===== config.mk =====
export PLATFORM = sky130hd
export DESIGN_NAME = mole_gen
export DESIGN_NICKNAME = d
export VERILOG_FILES = /design/src/rtl/mole_gen.sv
export SDC_FILE = /design/constraint.sdc
export NUM_CORES = 1
export LEC_CHECK = 0
export ABC_AREA = 1
export ABC_CLOCK_PERIOD_IN_PS = 3400
export CORE_MARGIN = 1
export CORE_UTILIZATION = 60
export DETAILED_ROUTE_END_ITERATION = 16
export PLACE_DENSITY = 0.8
export REMOVE_ABC_BUFFERS = 1
export SYNTH_ARGS = -nofsm -noshare
export SYNTH_HDL_FRONTEND = slang
export SYNTH_SLANG_ARGS = --single-unit

===== constraint.sdc =====
create_clock -name MHz100_clk_i -period 3.4 [get_ports MHz100_clk_i]
set_input_delay 0.68 -clock MHz100_clk_i [delete_from_list [all_inputs] [get_ports MHz100_clk_i]]
set_output_delay 0.68 -clock MHz100_clk_i [all_outputs]
set_load 0.02 [all_outputs]

===== src/rtl/mole_gen.sv =====
// Whack-a-mole pattern generator: timed GAP/SHOW rounds with an LFSR-chosen mole position.
// Optional MOLE_EARLY_CLEAR_EN lets a correct whack end the SHOW phase early.
module mole_gen #(
  parameter int unsigned ON_CYCLES  = 50_000_000,
  parameter int unsigned GAP_CYCLES = 25_000_000,
  parameter int unsigned ROUNDS     = 30
) (
  input  logic       MHz100_clk_i,
  input  logic       reset_n_i,
  input  logic       start_i,
  input  logic [4:0] whack_i,
  output logic [4:0] LED_o,
  output logic [4:0] round_o,
  output logic       busy_o,
  output logic       done_o
);

  localparam logic [1:0] StIdle = 2'd0;
  localparam logic [1:0] StGap  = 2'd1;
  localparam logic [1:0] StShow = 2'd2;
  localparam logic [1:0] StDone = 2'd3;

  localparam int unsigned MaxCycles = (ON_CYCLES > GAP_CYCLES) ? ON_CYCLES : GAP_CYCLES;
  localparam int unsigned TimerW    = (MaxCycles > 1) ? $clog2(MaxCycles) : 1;
  localparam logic [TimerW-1:0] OnLoad  = TimerW'(ON_CYCLES - 1);
  localparam logic [TimerW-1:0] GapLoad = TimerW'(GAP_CYCLES - 1);
  localparam logic [4:0] RoundsMax = 5'(ROUNDS);

  logic [1:0]        state_q, state_d;
  logic [TimerW-1:0] timer_q, timer_d;
  logic [15:0]       lfsr_q, lfsr_d;
  logic [2:0]        prev_q, prev_d;
  logic              prev_vld_q, prev_vld_d;
  logic [4:0]        led_q, led_d;
  logic [4:0]        round_q, round_d;
  logic              busy_q, busy_d;
  logic              done_q, done_d;

  logic [2:0] idx_raw, idx_mod, idx_sel;
  logic       timer_done;
  logic       hit;

  assign lfsr_d = {lfsr_q[0] ^ lfsr_q[2] ^ lfsr_q[3] ^ lfsr_q[5], lfsr_q[15:1]};

  assign idx_raw = lfsr_q[2:0];
  assign idx_mod = (idx_raw >= 3'd5) ? (idx_raw - 3'd5) : idx_raw;
  // Bump to the next position when it would repeat the previous mole of this game.
  assign idx_sel = (prev_vld_q && (idx_mod == prev_q)) ?
                   ((idx_mod == 3'd4) ? 3'd0 : (idx_mod + 3'd1)) : idx_mod;

  assign timer_done = (timer_q == '0);

`ifdef MOLE_EARLY_CLEAR_EN
  assign hit = |(whack_i & led_q);
`else
  logic unused_whack;
  assign unused_whack = ^whack_i;
  assign hit = 1'b0;
`endif

  always_comb begin
    state_d    = state_q;
    timer_d    = timer_q;
    prev_d     = prev_q;
    prev_vld_d = prev_vld_q;
    led_d      = led_q;
    round_d    = round_q;
    case (state_q)
      StIdle, StDone: begin
        if (start_i) begin
          state_d    = StGap;
          timer_d    = GapLoad;
          round_d    = '0;
          prev_vld_d = 1'b0;
          led_d      = '0;
        end
      end
      StGap: begin
        if (timer_done) begin
          state_d    = StShow;
          timer_d    = OnLoad;
          led_d      = 5'd1 << idx_sel;
          prev_d     = idx_sel;
          prev_vld_d = 1'b1;
          round_d    = (round_q >= RoundsMax) ? round_q : (round_q + 5'd1);
        end else begin
          timer_d = timer_q - TimerW'(1);
        end
      end
      StShow: begin
        if (timer_done || hit) begin
          state_d = (round_q >= RoundsMax) ? StDone : StGap;
          timer_d = GapLoad;
          led_d   = '0;
        end else begin
          timer_d = timer_q - TimerW'(1);
        end
      end
      default: begin
        state_d = StIdle;
        led_d   = '0;
      end
    endcase
    busy_d = (state_d == StGap) || (state_d == StShow);
    done_d = (state_d == StDone);
  end

  always_ff @(posedge MHz100_clk_i) begin
    if (!reset_n_i) begin
      state_q    <= StIdle;
      timer_q    <= '0;
      lfsr_q     <= 16'hACE1;
      prev_q     <= '0;
      prev_vld_q <= 1'b0;
      led_q      <= '0;
      round_q    <= '0;
      busy_q     <= 1'b0;
      done_q     <= 1'b0;
    end else begin
      state_q    <= state_d;
      timer_q    <= timer_d;
      lfsr_q     <= lfsr_d;
      prev_q     <= prev_d;
      prev_vld_q <= prev_vld_d;
      led_q      <= led_d;
      round_q    <= round_d;
      busy_q     <= busy_d;
      done_q     <= done_d;
    end
  end

  assign LED_o   = led_q;
  assign round_o = round_q;
  assign busy_o  = busy_q;
  assign done_o  = done_q;

endmodule


==> flow_summary.toml <==
[power_and_ir_drop]
power_density_mw_per_mm2 = 491
swShare_pct = 28.5
p_leak_nw = 1.73
worst_ir_drop_vdd_v = 0.000277
power_frac_comb_pct = 17.3
power_frac_clock_pct = 41.5
p_int_mw = 1.35
p_sw_mw = 0.541
power_frac_seq_pct = 41.1

[worst_setup_path]
cp.required_ns = 3.65
r2r-end = "busy_o"
arrival_ns = 2.92
r2r_start = "state_q[0]"
end_kind = "flop"
cp-startpoint = "state_q[0]"
reg2reg_depth = 11
critical_path.max_fanout = 14
crit_path_start_kind = "flop"
criticalPathCategory = "reg -> reg"
reg2reg_slack_ns = 0.73

[sta]
drv_slew = 0
setup_viol = 0
finalCriticalPeriod_ns = 2.67
timing.fmax_ghz = 0.375
period_share_pct = 78.4
skew_ns = 0.00792
hold_viol = 0
timing.slew.headroom_pct = 68.8
tightest_slew_ns = 0.465
grt_setup_unrepaired = "false"
setup_tns_ns = 0

[layout]
antennaDiodeCount = 0
area_growth_pct = 12.8
num-nets-final = 503
regArea_mm2 = 0.00120
fillCellCount = 468
multiInputGateArea_mm2 = 0.00197
stdcell_area_mm2 = 0.00386
final_layout_size_suffix_gt1_share_pct = 17.0

[cts]
clockRootBuffer = "clkbuf_8"
htree_levels = 3
clock_sinks = 60
cts_buffer_depth = 2
path_clk_slew_ns = 0.07
clk_latency_ns = 0.35
cts_buffers = 9
cts_tree = "done"
cts-hold-fix-buffers = 0
cts_setup_buffers = 0
cts-resized-gates = 0

[detailed_routing]
viasPerCell = 5.47
vias = 3062
firstDrtPassIters = 4
drt_iter0_drc = 206
ant_nets = 0
drt-total-wl_mm = 7.64
drc = 0
routedWlPerCell_um = 13.6

[floorplanning]
start_util_pct = 62.1
design.portCount = 20
die-area_mm2 = 0.00601
chipHeight_um = 77.5
core_area_mm2 = 0.00551
die_x_um = 77.5
rows = 27

[global_route]
grt_pass1_vias = 2889
grt_overflow = 0
grt_max_degree = 25
grt.total_usage_pct = 27.8
grt_pass1_wl_mm = 13.1
grt_antenna_before_repair = 0

[logic_synthesis]
synth_area_leaders = "dfxtp_1 35%, nand2_1 11%, a21oi_1 5.4%"
synth_seq_cells = 60
ys_seq_area_share_pct = 35.1
synth_common_cells = "99 x nand2_1, 60 x dfxtp_1, 48 x inv_1"
post-synth-top-area-cell = "dfxtp_1"
synthCells = 467
ys_async_sr_fraction_pct = 0
synth.distinct_cells = 45
yosysMostFrequentCell = "nand2_1"
netlist_area_mm2 = 0.00342
synth_edf_count = 0
yosysWarnings = 0
synthFlopType = "dfxtp_1"
synth_top_area_share_pct = 35.1
avgSynthCellArea_um2 = 7.33

[place]
routabilityCongestion = 0.891
hpwl_mm = 5.44
placed_area_mm2 = 0.00362
portBuffers = 14

[hold_path]
hp-start = "lfsr_q[7]"
min_path_type = "reg -> reg"
hold_end = "lfsr_q[6]"
hold_depth = 1

[run]
drv_cap = 0

[run_status]
outcome = "finished clean"
[registers in the layout, indices dropped and copies added (netlist names)]
signal and cells:
round_o 5, state_q 2, lfsr_q 16, LED_o 5, prev_q 3, done_o 1, busy_o 1, prev_vld_q 1
timer_q 26
[through the flow]
stage	util, %	cells	total power, mW	hold WS (ns)	setup WS [ns]
after floorplan	-	456	1.04	0.390	0.589
after global placement	65.7	545	1.10	0.395	0.883
after detailed placement	65.7	545	1.11	0.400	0.748
after CTS	70.1	560	1.90	0.406	0.745
after global routing	70.1	560	1.98	0.422	0.552
final	70.1	560	1.89	0.406	0.734
[kinds of logic (layout without fill, tap and decap cells)]
family,count (synthesis),count (layout),synth area share (%)
DFF,60,60,35.1
xor gates and xnor gates,18,18,4.61
and+or+nand+nor,231,231,34.7
AOI/OAI and AO/OA,83,83,14.1
buffers and inverters,64,85,7.42
adders and majority gates,11,11,4.02
[worst max path at each step]
stage	end	slack, ns	cells after the start
3_3_place_gp	busy_o	0.88	11
2_1_floorplan	busy_o	0.59	11
6_report	busy_o	0.73	11
3_5_place_dp	busy_o	0.75	11
4_1_cts	busy_o	0.74	11
5_1_grt	busy_o	0.55	11
[power by group through the flow]
stage | Sequential [mW] | Combinational, mW | Clock [mW]
3_5_place_dp | 0.792 | 0.322 | 0
2_1_floorplan | 0.785 | 0.252 | 0
6_report | 0.779 | 0.329 | 0.787
5_1_grt | 0.784 | 0.366 | 0.829
3_3_place_gp | 0.791 | 0.314 | 0
4_1_cts | 0.777 | 0.326 | 0.794
[layout make-up]
cell class	count	share of cell area, %
well taps	72	2.34
inverters	53	5.19
clock buffers	10	3.57
flip-flops and latches	60	31.1
multi-input cells	343	51.0
repair buffers	17	4.22
clock inverters	5	2.59
[placed cells by master (no fill, tap or decap), types with 3 or more instances in the layout]
cell,count
a211oi_1,7
a21oi_1,37
a21oi_2,3
buf_4,3
bufinv_16,3
clkbuf_8,10
clkdlybuf4s50_1,14
clkinv_2,3
dfxtp_1,60
ha_1,11
inv_1,48
inv_2,3
nand2_1,99
nand2_2,17
nand2_4,6
nand3_1,26
nand3_2,3
nor2_1,42
nor2_2,12
nor2_4,4
o21ai_0,24
o21ai_1,3
or2_2,6
xnor2_1,6
xor2_1,12
[worst max-delay path: stages (launching register included)]
cell and delay (ns):
dfxtp_1 0.38, inv_1 0.06, ha_1 0.57, inv_1 0.31
nor2_1 0.23, inv_1 0.23, o32ai_1 0.17, nor2_1 0.09
a21oi_1 0.15, ha_1 0.26, nand2_1 0.07, inv_1 0.04
[layer usage]
layer  wire, um  up-vias  track usage (%)
li1           -     1543                -
met1       3370     1414             33.5
met2       3710       86             47.1
met3        421       19             6.00
met4        137        0             13.0
met5          0        -                0
Note: power is estimated with default switching activity, not from simulation.
